[src/rtl/wb_port_arbiter.sv]
// wb_port_arbiter
//   Shares the register-file write port between the in-order writeback stage
//   and a long-latency unit (divider / uncached load return). LU results are
//   queued in a small FIFO and drained into idle writeback slots. If the FIFO
//   has been denied the port for MAX_WAIT consecutive cycles, the pipeline is
//   stalled for one cycle so the FIFO head can be written.
//
// Ports
//   clk, rst                 clock, synchronous active-high reset
//   pipe_valid_in            WB-stage instruction valid
//   pipe_rd_valid_in         WB-stage instruction writes rd
//   pipe_rd_addr_in/value_in WB-stage destination and data
//   pipe_stall_out           hold MEM_WB; the pipe write was not performed
//   lu_valid_in              LU result valid
//   lu_ready_out             FIFO can accept an LU result
//   lu_rd_addr_in/value_in   LU destination and data
//   rf_wr_en_out             register-file write enable
//   rf_rd_addr_out/value_out register-file write address / data
//   fifo_count_out           FIFO occupancy
module wb_port_arbiter #(
    parameter int DEPTH    = 4,
    parameter int MAX_WAIT = 8
) (
    input  logic                     clk,
    input  logic                     rst,
    input  logic                     pipe_valid_in,
    input  logic                     pipe_rd_valid_in,
    input  logic [4:0]               pipe_rd_addr_in,
    input  logic [31:0]              pipe_rd_value_in,
    output logic                     pipe_stall_out,
    input  logic                     lu_valid_in,
    output logic                     lu_ready_out,
    input  logic [4:0]               lu_rd_addr_in,
    input  logic [31:0]              lu_rd_value_in,
    output logic                     rf_wr_en_out,
    output logic [4:0]               rf_rd_addr_out,
    output logic [31:0]              rf_rd_value_out,
    output logic [$clog2(DEPTH):0]   fifo_count_out
);

    localparam int AW = $clog2(DEPTH);
    localparam int CW = AW + 1;
    localparam int WW = $clog2(MAX_WAIT + 1);
    localparam logic [CW-1:0] DEPTH_C = CW'(DEPTH);
    localparam logic [WW-1:0] MAX_W   = WW'(MAX_WAIT);

    logic [4:0]    addr_mem_q [DEPTH];
    logic [31:0]   value_mem_q [DEPTH];
    logic [AW-1:0] wr_ptr_q, wr_ptr_d;
    logic [AW-1:0] rd_ptr_q, rd_ptr_d;
    logic [CW-1:0] count_q, count_d;
    logic [WW-1:0] wait_cnt_q, wait_cnt_d;

    logic pipe_need;
    logic fifo_nonempty;
    logic force_drain;
    logic grant_fifo;
    logic grant_pipe;
    logic push;
    logic pop;

    always_comb begin
        pipe_need     = pipe_valid_in & pipe_rd_valid_in & (pipe_rd_addr_in != 5'd0);
        fifo_nonempty = (count_q != '0);
        force_drain   = fifo_nonempty & (wait_cnt_q == MAX_W);
        // Everything is gated by rst so outputs read zero while reset is held.
        grant_fifo    = !rst & fifo_nonempty & (!pipe_need | force_drain);
        grant_pipe    = !rst & !grant_fifo & pipe_need;
        // Ready comes from the registered count only: a same-cycle pop does
        // not open a slot, which keeps the ready path free of the grant logic.
        lu_ready_out  = !rst & (count_q < DEPTH_C);
        // Results targeting x0 are handshaken but dropped.
        push          = lu_valid_in & lu_ready_out & (lu_rd_addr_in != 5'd0);
        pop           = grant_fifo;
    end

    always_comb begin
        wr_ptr_d = wr_ptr_q;
        rd_ptr_d = rd_ptr_q;
        count_d  = count_q;
        if (push) wr_ptr_d = wr_ptr_q + AW'(1);
        if (pop)  rd_ptr_d = rd_ptr_q + AW'(1);
        if (push && !pop)      count_d = count_q + CW'(1);
        else if (!push && pop) count_d = count_q - CW'(1);

        wait_cnt_d = wait_cnt_q;
        if (!fifo_nonempty || pop)  wait_cnt_d = '0;
        else if (wait_cnt_q != MAX_W) wait_cnt_d = wait_cnt_q + WW'(1);
    end

    always_ff @(posedge clk) begin
        if (rst) begin
            wr_ptr_q   <= '0;
            rd_ptr_q   <= '0;
            count_q    <= '0;
            wait_cnt_q <= '0;
        end else begin
            wr_ptr_q   <= wr_ptr_d;
            rd_ptr_q   <= rd_ptr_d;
            count_q    <= count_d;
            wait_cnt_q <= wait_cnt_d;
        end
    end

    // Storage needs no reset: entries are only read when counted as valid.
    always_ff @(posedge clk) begin
        if (push) begin
            addr_mem_q[wr_ptr_q]  <= lu_rd_addr_in;
            value_mem_q[wr_ptr_q] <= lu_rd_value_in;
        end
    end

    always_comb begin
        rf_wr_en_out    = 1'b0;
        rf_rd_addr_out  = 5'd0;
        rf_rd_value_out = 32'd0;
        pipe_stall_out  = 1'b0;
        if (grant_fifo) begin
            rf_wr_en_out    = 1'b1;
            rf_rd_addr_out  = addr_mem_q[rd_ptr_q];
            rf_rd_value_out = value_mem_q[rd_ptr_q];
            pipe_stall_out  = pipe_need;
        end else if (grant_pipe) begin
            rf_wr_en_out    = 1'b1;
            rf_rd_addr_out  = pipe_rd_addr_in;
            rf_rd_value_out = pipe_rd_value_in;
        end
        fifo_count_out = rst ? '0 : count_q;
    end

endmodule

[config.mk]
export PLATFORM = sky130hd
export DESIGN_NAME = wb_port_arbiter
export DESIGN_NICKNAME = d
export VERILOG_FILES = /design/src/rtl/wb_port_arbiter.sv
export SDC_FILE = /design/constraint.sdc
export NUM_CORES = 1
export LEC_CHECK = 0
export ABC_CLOCK_PERIOD_IN_PS = 2970
export BUFFER_PORTS_ARGS = -buffer_cell sky130_fd_sc_hd__buf_2
export CORE_ASPECT_RATIO = 1.5
export CORE_MARGIN = 4
export CORE_UTILIZATION = 45
export CTS_BUF_LIST = sky130_fd_sc_hd__clkbuf_4 sky130_fd_sc_hd__clkbuf_8
export CTS_CLUSTER_DIAMETER = 40
export DETAILED_ROUTE_END_ITERATION = 10
export PLACE_DENSITY = 0.78
export SYNTH_ARGS = -nofsm -noshare
export SYNTH_HDL_FRONTEND = slang
export SYNTH_SLANG_ARGS = --single-unit
[constraint.sdc]
create_clock -name clk -period 2.97 [get_ports clk]
set_clock_uncertainty 0.05 [all_clocks]
set_input_delay 0.594 -clock clk [delete_from_list [all_inputs] [get_ports clk]]
set_output_delay 0.594 -clock clk [all_outputs]
set_load 0.02 [all_outputs]
==> impl_results.md, run 1 <==
- Status: completed
- Flop pwr share: 0.458
- Peak supply drop: 0.427 mV
- Syn Inst Count: 313
- Routability cong.: 0.721
- Most frequent cells in the layout: 148 x edfxtp_1, 121 x buf_2, 37 x mux4_2, 37 x a22o_1, 17 x clkbuf_8
- Tmin final: 2900 ps
- Cell Count, Final, Fillers Out: 659
- Ratio of cells with drive above 1 in the final layout: 0.470
- F_max: 345 MHz
- Seq/Total Area, Yosys: 0.732
- Critical Path Source Type: input port
- Routed len/inst: 18.9 um
- Pin count of the biggest net entering global routing: 38
- Antenna violations before repair: 2
- Seq cells post-synth: 161
- GRT overflow: 0
- Row count: 53
- Worst-path clk slew: 90 ps
- Pwr dens: 753 nW/um^2
- Syn Area/Cell: 20.5 um^2
- Primary FF master, synth: edfxtp_1
- 1st-pass router iterations: 5
- Final setup vio count: 0
- Worst rel slew slack: 0.715
- CP endpoint kind: output port
- Number of synthesized flops with an enable pin: 148
- Root Buffer: clkbuf_8
- Vias in the first global route: 3813
- Hold buffer count at CTS: 0
- Clk buf depth: 2
- Switch Pwr: 1.71 mW
- Tightest Pin Transition: 428 ps
- Via count: 3461
- Multiplexer area fraction after synthesis: 0.137
- Worst-Skew Late Latency: 430 ps
- Setup Fix Bufs, Post-CTS: 0
- Number of CTS-inserted buffers: 17
- Compound-Gate Fraction of Synth Area: 0.0619
- Die ar.: 16300 um^2
- # placed instances: 626
- Final setup TNS: 0 ps
- Synth warn: 0
- Post-synth ARST share: 0
- Share of total power in combinational logic: 0.266
- CTS resizes: 0
- Adder-cell share of the synthesized area: 0.0167
- Top Ports: 122
- Clk sinks: 161
- DRC viols: 0
- CTS tree: yes
- Final Slew Violations: 0
- Synthesized area: 6430 um^2
- Initial Utilization: 0.460
- Vias/cell: 5.25
- Final antenna-violating net count: 0
- Crit path max fanout: 37
- Hold Crit Class: input port to flop
- Crit path DAT: 2250 ps
- Detailed Route WL: 12500 um
- Number of max-cap violations: 0
- Synth Area in Simple Gates: 0.0237
- Initial DRC Count: 166
- Hpwl dp: 8420 um
- Internal power: 4.16 mW
- Clock power share: 0.276
- H-tree Lvls: 4
- Largest family of logic cells by synthesized area: multiplexers
- Sw Share: 0.291
- DIE WIDTH: 106 um
- Syn_nets: 400
- Final Hold Viols: 0
- Core ar.: 14000 um^2
- Tcrit/Tclk final: 0.975
- Overall Power: 5.87 mW
- Die H: 154 um
- First-pass GRT wire length: 19800 um
- Nets@finish: 540
- Crit path required time: 2330 ps
- Post-Synth XOR/XNOR Area: 0.00681
- Synth cell types: 31
- Total global-route track usage: 0.160
- Layout area overhead: 21.2%
- Kind of critical path: input port to output port
- Most common cell after layout, fill and taps aside: edfxtp_1
- Number of port buffers: 121
- Unrepaired setup endpoints after global routing: false
- Leak: 2.83 nW
[stage by stage]
step	utilization	area (um^2)	setup slack, ps	hold WS [ps]
after floorplan	-	6430	233	378
after global placement	0.527	7380	65.0	385
after detailed placement	0.527	7380	1.73	412
after CTS	0.557	7790	14.4	281
after global routing	0.557	7790	5.94	283
final	0.557	7790	72.9	316
[sequential cells by signal, indices dropped and copies added, names as in the netlist, named ones only]
name,cells
addr_mem_q,20
count_q,3
rd_ptr_q,2
value_mem_q,128
wait_cnt_q,4
wr_ptr_q,2
[power groups by stage]
| stage | Combinational [mW] | Clock, mW | Sequential [mW] |
|---|---|---|---|
| after CTS | 1.59 | 1.66 | 2.69 |
| final | 1.56 | 1.62 | 2.69 |
| after global routing | 1.69 | 1.78 | 2.70 |
| after floorplan | 1.15 | 0 | 2.71 |
| after global placement | 1.57 | 0 | 2.73 |
| after detailed placement | 1.59 | 0 | 2.74 |
[synth_stat cells (all sizes together) (2+ instances only)]
library cell | instances | area share
edfxtp | 148 | 0.69
o211ai | 2 | 0.0045
a22o | 37 | 0.050
nand2b | 2 | 0.0019
buf | 11 | 0.014
mux4 | 37 | 0.13
ha | 7 | 0.014
xor2 | 3 | 0.0041
xnor2 | 2 | 0.0027
dfxtp | 13 | 0.040
nor2b | 3 | 0.0029
and2 | 4 | 0.0039
inv | 7 | 0.0041
mux2i | 5 | 0.0078
or4 | 3 | 0.0041
nor2 | 12 | 0.0070
clkbuf | 6 | 0.0035
a21oi | 2 | 0.0016
[layer usage]
| layer | track usage | wire length, um | share of wire |
|---|---|---|---|
| met1 | 0.190 | 4910 | 0.39 |
| met2 | 0.281 | 6800 | 0.55 |
| met3 | 0.0359 | 570 | 0.046 |
| met4 | 0.0660 | 184 | 0.015 |
| met5 | 0 | 7 | 0.00056 |
[cells by family (layout without fill, tap and decap cells)]
family                   after synthesis  in the layout
AO/OA/AOI/OAI                         45             45
AND/OR/NAND/NOR                       28             28
flip-flops                           161            161
XOR/XNOR                               5              5
buffers and inverters                 24            177
multiplexers                          42             42
other                                  0              1
adder cells (fa/ha/maj)                8              8
[path summary, 6_finish.rpt]
kind | from | endpoint | slack [ps] | cells past startpoint
max reg2reg | wait_cnt_q[0] | count_q[2] | 320 | 13
max | pipe_rd_addr_in[1] | rf_rd_value_out[20] | 70 | 8
min reg2reg | rd_ptr_q[1] | flop | 430 | 1
min | lu_rd_value_in[20] | value_mem_q[1][20] | 320 | 1
[layout make-up]
| cell class | instances | area, um^2 |
|---|---|---|
| antenna | 1 | 2.50 |
| clock buffer | 18 | 241 |
| clock inverter | 14 | 168 |
| fill | 1112 | 6200 |
| inverter | 7 | 26.3 |
| multi-input combinational | 128 | 1600 |
| sequential | 161 | 4710 |
| tap | 192 | 240 |
| timing repair buffer | 138 | 808 |
[worst max-delay path, cell delays in order]
cell and delay (ps):
buf_2 110, or4_4 540, o211ai_4 180, buf_4 170, a211oi_4 50, buf_12 200, a22o_1 250, buf_2 160
Power figures use the tool's default switching activity.
==> run 2: changes to the inputs <==
--- a/config.mk
+++ b/config.mk
@@ -7,7 +7,7 @@
 export LEC_CHECK = 0
 export ABC_CLOCK_PERIOD_IN_PS = 2970
 export BUFFER_PORTS_ARGS = -buffer_cell sky130_fd_sc_hd__buf_2
-export CORE_ASPECT_RATIO = 1.5
+export CORE_ASPECT_RATIO = 0.75
 export CORE_MARGIN = 4
 export CORE_UTILIZATION = 45
 export CTS_BUF_LIST = sky130_fd_sc_hd__clkbuf_4 sky130_fd_sc_hd__clkbuf_8
==> run 2 against run 1 <==
Net effect: register-to-register slack better by 120 ps; core utilization rose by 0.77 points; non-clock buffer count is 10 higher; sequential power is essentially flat; largest power group unchanged.
==> impl_results.md, run 2 (synthesis gave the netlist of run 1 again) <==
- Status: completed
- Number of port buffers: 121 (unchanged)
- Crit path DAT: 2260 ps (about the same)
- Worst path most repeated cell: buf_2
- Internal power: 4.23 mW (+1.7%)
- Max FFs per register: 128 (unchanged)
- Hpwl dp: 8570 um (+1.8%)
- CTS tree: yes
- Worst rel slew slack: 0.724 (+0.00919)
- Clk sinks: 161 (unchanged)
- Critical Path Source Type: input port
- Clk buf depth: 2 (unchanged)
- Initial DRC Count: 184 (+11%)
- Top reg by flops: value_mem_q
- Overall Power: 5.87 mW (about the same)
- Largest registers: value_mem_q (128), addr_mem_q (20), wait_cnt_q (4)
- Row count: 37 (-30%)
- Switch Pwr: 1.64 mW (-3.9%)
- Kind of critical path: input port to output port
- Hold buffer count at CTS: 0 (unchanged)
- Worst Hold Path EP: value_mem_q[3][13]
- Hold depth: 1 (unchanged)
- DP Worst Slack: -9.04 ps (-10.8 ps)
- DRC viols: 0 (unchanged)
- Worst path slowest cell: or4_4
- HP Start: lu_rd_value_in[13]
- 1st-pass router iterations: 4 (-1)
- Sw Share: 0.280 (-0.0115)
- H-tree Lvls: 4 (unchanged)
- DIE WIDTH: 146 um (+38%)
- First-pass GRT wire length: 19700 um (-0.63%)
- Ant diodes: 0 (-1)
- Final Slew Violations: 0 (unchanged)
- Total global-route track usage: 0.160 (about the same)
- Pwr dens: 751 nW/um^2 (-0.26%)
- Ratio of cells with drive above 1 in the final layout: 0.472 (+0.00162)
- Detailed Route WL: 12800 um (+2.8%)
- Reg-to-reg critical path startpoint: wait_cnt_q[0]
- Final Hold Viols: 0 (unchanged)
- Routability cong.: 0.683 (-5.3%)
- Most frequent cells in the layout: 148 x edfxtp_1, 120 x buf_2, 37 x mux4_2, 37 x a22o_1, 21 x buf_4
- R2R depth: 12 (-1)
- Leak: 2.87 nW (+1.4%)
- Worst-Skew Late Latency: 430 ps (about the same)
- Vias in the first global route: 3711 (-2.7%)
- Die H: 112 um (-28%)
- R2r setup slk: 440 ps (+120 ps)
- Die ar.: 16300 um^2 (-0.12%)
- Cell Chain, Critical Path: buf_2, or4_4, o211ai_4, a211oi_4, buf_6, buf_12, a22o_1, buf_2
- Vias/cell: 5.36 (+2.0%)
- Crit path max fanout: 14 (-62%)
- Unrepaired setup endpoints after global routing: false
- Hold Crit Class: input port to flop
- WHS: 320 ps (+4.63 ps)
- Crit path required time: 2330 ps (about the same)
- CP endpoint kind: output port
- Tmin final: 2900 ps (+4.17 ps)
- Tcrit/Tclk final: 0.977 (+0.00140)
- PnR worst setup slack: 68.7 ps (-4.17 ps)
- Final antenna-violating net count: 0 (unchanged)
- Number of CTS-inserted buffers: 17 (unchanged)
- Routed len/inst: 19.7 um (+4.2%)
- Reg2reg end: count_q[2]
- Core ar.: 13800 um^2 (-1.1%)
- F_max: 345 MHz (-0.14%)
- Layout area overhead: 21.5%
- Most common cell after layout, fill and taps aside: edfxtp_1
- Antenna violations before repair: 0 (-2)
- Nets@finish: 550 (+1.9%)
- Share of total power in combinational logic: 0.274 (+0.008)
- Post-Route Utilization: 0.565 (+0.00767)
- Clock power share: 0.267 (-0.009)
- Final setup vio count: 0 (unchanged)
- # placed instances: 614 (-1.9%)
- Initial Utilization: 0.465 (+0.00499)
- Root Buffer: clkbuf_8
- Peak supply drop: 0.379 mV (-11%)
- Critical path's largest stage delay: 540 ps (about the same)
- Flop pwr share: 0.459 (about the same)
- Via count: 3482 (+0.61%)
- Cell Count, Final, Fillers Out: 650 (-1.4%)
- GRT overflow: 0 (unchanged)
- Tightest Pin Transition: 412 ps (-15.3 ps)
- Pin count of the biggest net entering global routing: 38 (unchanged)
- Worst-path clk slew: 80 ps (about the same)
- Number of max-cap violations: 0 (unchanged)
- Top Ports: 122 (unchanged)
-- run 2: worst max-delay path by stage --
| stage | from | to | slack, ps | cells past startpoint |
|---|---|---|---|---|
| after CTS | pipe_rd_addr_in[1] | rf_rd_value_out[16] | 40 | 8 |
| after detailed placement | pipe_rd_addr_in[1] | rf_rd_value_out[16] | -9 | 7 |
| after global placement | pipe_rd_addr_in[1] | rf_rd_value_out[16] | 50 | 7 |
| after global routing | pipe_rd_addr_in[1] | rf_rd_value_out[15] | 7 | 7 |
| after floorplan | rst | addr_mem_q[1][0] | 230 | 4 |
| final | pipe_rd_addr_in[1] | rf_rd_value_out[16] | 70 | 8 |
-- run 2: area by class of cell --
cell class / count / area [um^2]
Multi-Input combinational cell: 128 / 1610
Tap cell: 175 / 219
Clock buffer: 18 / 241
Sequential cell: 161 / 4710
Inverter: 7 / 26.3
Timing Repair Buffer: 148 / 872
Fill cell: 1047 / 6030
Clock inverter: 13 / 145
-- run 2: what timing repair did --
action,in CTS,in global routing
gates resized for setup,1,4
pin swaps,1,2
endpoints found under the setup margin,37,9
buffers inserted,3,2
gates cloned,0,0
-- run 2: metrics by stage --
stage                     instance area, um^2  setup TNS [ps]
after detailed placement                 7360           -9.04
final                                    7820               0
after global routing                     7820               0
after CTS                                7770               0
after global placement                   7360               0
after floorplan                          6430               0
-- run 2: critical path: cells and delay by family --
family | cells | cell delay, ps
buffers and inverters | 4 | 560
AOI/OAI and AO/OA | 3 | 550
and+or+nand+nor | 1 | 540
-- run 2: per-layer routing --
layer  vias up  track usage  wire (um)
met1      1761        0.204       5500
met5         -            0          0
li1       1598            -          -
met2       111        0.267       6430
met4         0       0.0501        130
met3        12       0.0492        751
-- run 2: power groups by stage --
stage	Clock [mW]	Combinational, mW	Sequential, mW
after global routing	1.72	1.75	2.71
after floorplan	0	1.15	2.71
final	1.57	1.61	2.69
after CTS	1.61	1.62	2.70
after detailed placement	0	1.61	2.75
after global placement	0	1.57	2.74
==> run 3: changes to the inputs <==
--- a/config.mk
+++ b/config.mk
@@ -6,7 +6,7 @@
 export NUM_CORES = 1
 export LEC_CHECK = 0
 export ABC_CLOCK_PERIOD_IN_PS = 2970
-export BUFFER_PORTS_ARGS = -buffer_cell sky130_fd_sc_hd__buf_2
+export BUFFER_PORTS_ARGS = -buffer_cell sky130_fd_sc_hd__buf_4
 export CORE_ASPECT_RATIO = 0.75
 export CORE_MARGIN = 4
 export CORE_UTILIZATION = 45
==> constraint.sdc (replaced) <==
create_clock -name clk -period 2.97 [get_ports clk]
set_clock_uncertainty 0.05 [all_clocks]
set_input_delay 0.594 -clock clk [delete_from_list [all_inputs] [get_ports clk]]
set_output_delay 0.594 -clock clk [all_outputs]
set_load 0.1 [all_outputs]
==> run 3 against run 2 <==
Net effect: the run now ends with setup timing left; hold slack worse by 32 ps; first-iteration DRC count is 3.3% lower; sequential cell count stayed put; die area stayed put; highest routed layer unchanged; core utilization is 3.9 points higher; combinational power is 71% higher; cell count is 0.77% lower; sequential power hardly changed; critical endpoint is now rf_rd_value_out[23]; total power is 19% higher.
==> impl_results.md, run 3 (synthesis gave the netlist of run 1 again) <==
- 1st-pass router iterations: 6 (+2)
- Final Slew Violations: 0 (unchanged)
- Number of CTS-inserted buffers: 17 (unchanged)
- Routability cong.: 0.682 (-0.13%)
- Total global-route track usage: 0.162 (+0.00137)
- Status: finished, violations left
- Clk buf depth: 2 (unchanged)
- Peak supply drop: 0.453 mV (+20%)
- GRT overflow: 0 (unchanged)
- Hold depth: 1 (unchanged)
- Reg-to-reg critical path startpoint: wait_cnt_q[0]
- Tcrit/Tclk final: 1.01 (+0.0340)
- Crit path max fanout: 11 (-3)
- Nets@finish: 544 (-1.1%)
- Number of max-cap violations: 0 (unchanged)
- Max FFs per register: 128 (unchanged)
- Final non-filler cell area: 8350 um^2 (+6.9%)
- Die ar.: 16300 um^2 (unchanged)
- Kind of critical path: input port to output port
- CTS tree: yes
- Clk sinks: 161 (unchanged)
- Root Buffer: clkbuf_8
- R2R depth: 12 (unchanged)
- Worst-Skew Late Latency: 450 ps (+20 ps)
- Vias/cell: 5.33 (-0.56%)
- Most frequent cells in the layout: 148 x edfxtp_1, 96 x buf_4, 37 x mux4_2
- DRC viols: 0 (unchanged)
- Ratio of cells with drive above 1 in the final layout: 0.513 (+0.0412)
- Worst rel slew slack: 0.727 (+0.00329)
- H-tree Lvls: 4 (unchanged)
- PnR worst setup slack: -32.2 ps (-101 ps)
- Leak: 3.00 nW (+4.7%)
- Antenna violations before repair: 0 (unchanged)
- Number of port buffers: 121 (unchanged)
- Failing checks: setup timing
- Tmin final: 3000 ps (+101 ps)
- Crit path required time: 2330 ps (about the same)
- Reg2reg end: count_q[2]
- Crit path DAT: 2360 ps (+100 ps)
- First-pass GRT wire length: 19800 um (+0.56%)
- Layout area overhead: 29.9%
- Placed cell area: 7680 um^2 (+4.3%)
- Top Ports: 122 (unchanged)
- Initial DRC Count: 178 (-3.3%)
- Final Hold Viols: 0 (unchanged)
- Row count: 37 (unchanged)
- CP endpoint kind: output port
- Ant diodes: 0 (unchanged)
- Core ar.: 13800 um^2 (unchanged)
- Critical Path Source Type: input port
- Pwr dens: 834 nW/um^2 (+11%)
- Final antenna-violating net count: 0 (unchanged)
- Cell Count, Final, Fillers Out: 645 (-0.77%)
- Top reg by flops: value_mem_q
- Routed len/inst: 20.1 um (+1.9%)
- Via count: 3436 (-1.3%)
- DIE WIDTH: 146 um (unchanged)
- Die H: 112 um (unchanged)
- F_max: 333 MHz (-3.4%)
- Hpwl dp: 8670 um (+1.2%)
- # placed instances: 611 (-0.49%)
- Detailed Route WL: 12900 um (+1.1%)
- Setup crit start: pipe_rd_addr_in[1]
- Hold Crit Class: input port to flop
- Worst-path clk slew: 90 ps (about the same)
- Pin count of the biggest net entering global routing: 22 (-42%)
- R2r setup slk: 420 ps (-20 ps)
- Unrepaired setup endpoints after global routing: true
- Most common cell after layout, fill and taps aside: edfxtp_1
- Tightest Pin Transition: 409 ps (-3.41 ps)
- Worst setup path endpoint: rf_rd_value_out[23]
- Vias in the first global route: 3777 (+1.8%)
- Final setup vio count: 10 (+10)
- Initial Utilization: 0.465 (unchanged)
- Largest registers: value_mem_q (128), addr_mem_q (20), wait_cnt_q (4)
-- run 3: changes by cell type in the layout (fill, tap and decap cells not counted), moves of 4 or more --
| cell | change |
|---|---|
| a22o_4 | +6 |
| buf_4 | +75 |
| a22o_2 | +9 |
| buf_2 | -120 |
| clkinv_1 | -4 |
| buf_6 | +30 |
| a22o_1 | -15 |
| buf_12 | +7 |
-- run 3: critical path, stage by stage --
cell      delay (ps)
buf_6             90
or4_4            530
o211ai_4         210
buf_6            140
a211oi_4          40
buf_6            140
buf_12           140
a22o_1           260
buf_6            190
-- run 3: per-stage QoR --
stage               TNS [ps]  hold WS [ps]  power (mW)  setup slack (ps)  utilization
floorplan              -4700           378        4.72              -202            -
global placement       -27.9           382        5.27             -9.78        0.555
detailed placement     -17.6           403        5.31             -5.35        0.555
CTS                        0           248        6.94              10.6        0.592
global route            -781           245        7.25             -73.0        0.603
finish                  -148           289        6.97             -32.2        0.603
-- run 3: repair_timing --
item | CTS | global route
pin swaps | 1 | 6
setup endpoints to repair | 37 | 37
hold buffers | 0 | 0
gates cloned | 0 | 0
gates resized for setup | 35 | 33
buffers inserted | 0 | 3
-- run 3: final cells by class --
class | count | area (um^2)
fillers | 998 | 5490
clock buffers | 21 | 264
multi-input cells | 128 | 1680
well taps | 175 | 219
clock inverters | 11 | 118
flip-flops and latches | 161 | 4710
repair buffers | 142 | 1340
inverters | 7 | 26.3
-- run 3: power breakdown --
group / leakage [nW] / internal [mW] / switching (mW)
sequential: 1.45 / 2.62 / 0.0608
combinational: 1.36 / 1.03 / 1.73
clock: 0.197 / 0.777 / 0.759
-- run 3: metal layers --
layer | vias to the layer above | share of wire | track usage | wire [um]
met5 | - | 0 | 0 | 0
met3 | 18 | 0.050 | 0.0566 | 646
met1 | 1755 | 0.41 | 0.196 | 5350
met2 | 78 | 0.52 | 0.269 | 6730
met4 | 0 | 0.017 | 0.0608 | 216
li1 | 1585 | - | - | -
-- run 3: worst min-delay path by stage --
stage | endpoint | start | slack (ps)
after detailed placement | flop | rd_ptr_q[1] | 400
after CTS | value_mem_q[1][11] | lu_rd_value_in[11] | 250
after global routing | value_mem_q[0][11] | lu_rd_value_in[11] | 240
after floorplan | flop | rd_ptr_q[1] | 380
final | value_mem_q[2][6] | lu_rd_value_in[6] | 290
after global placement | flop | rd_ptr_q[1] | 380
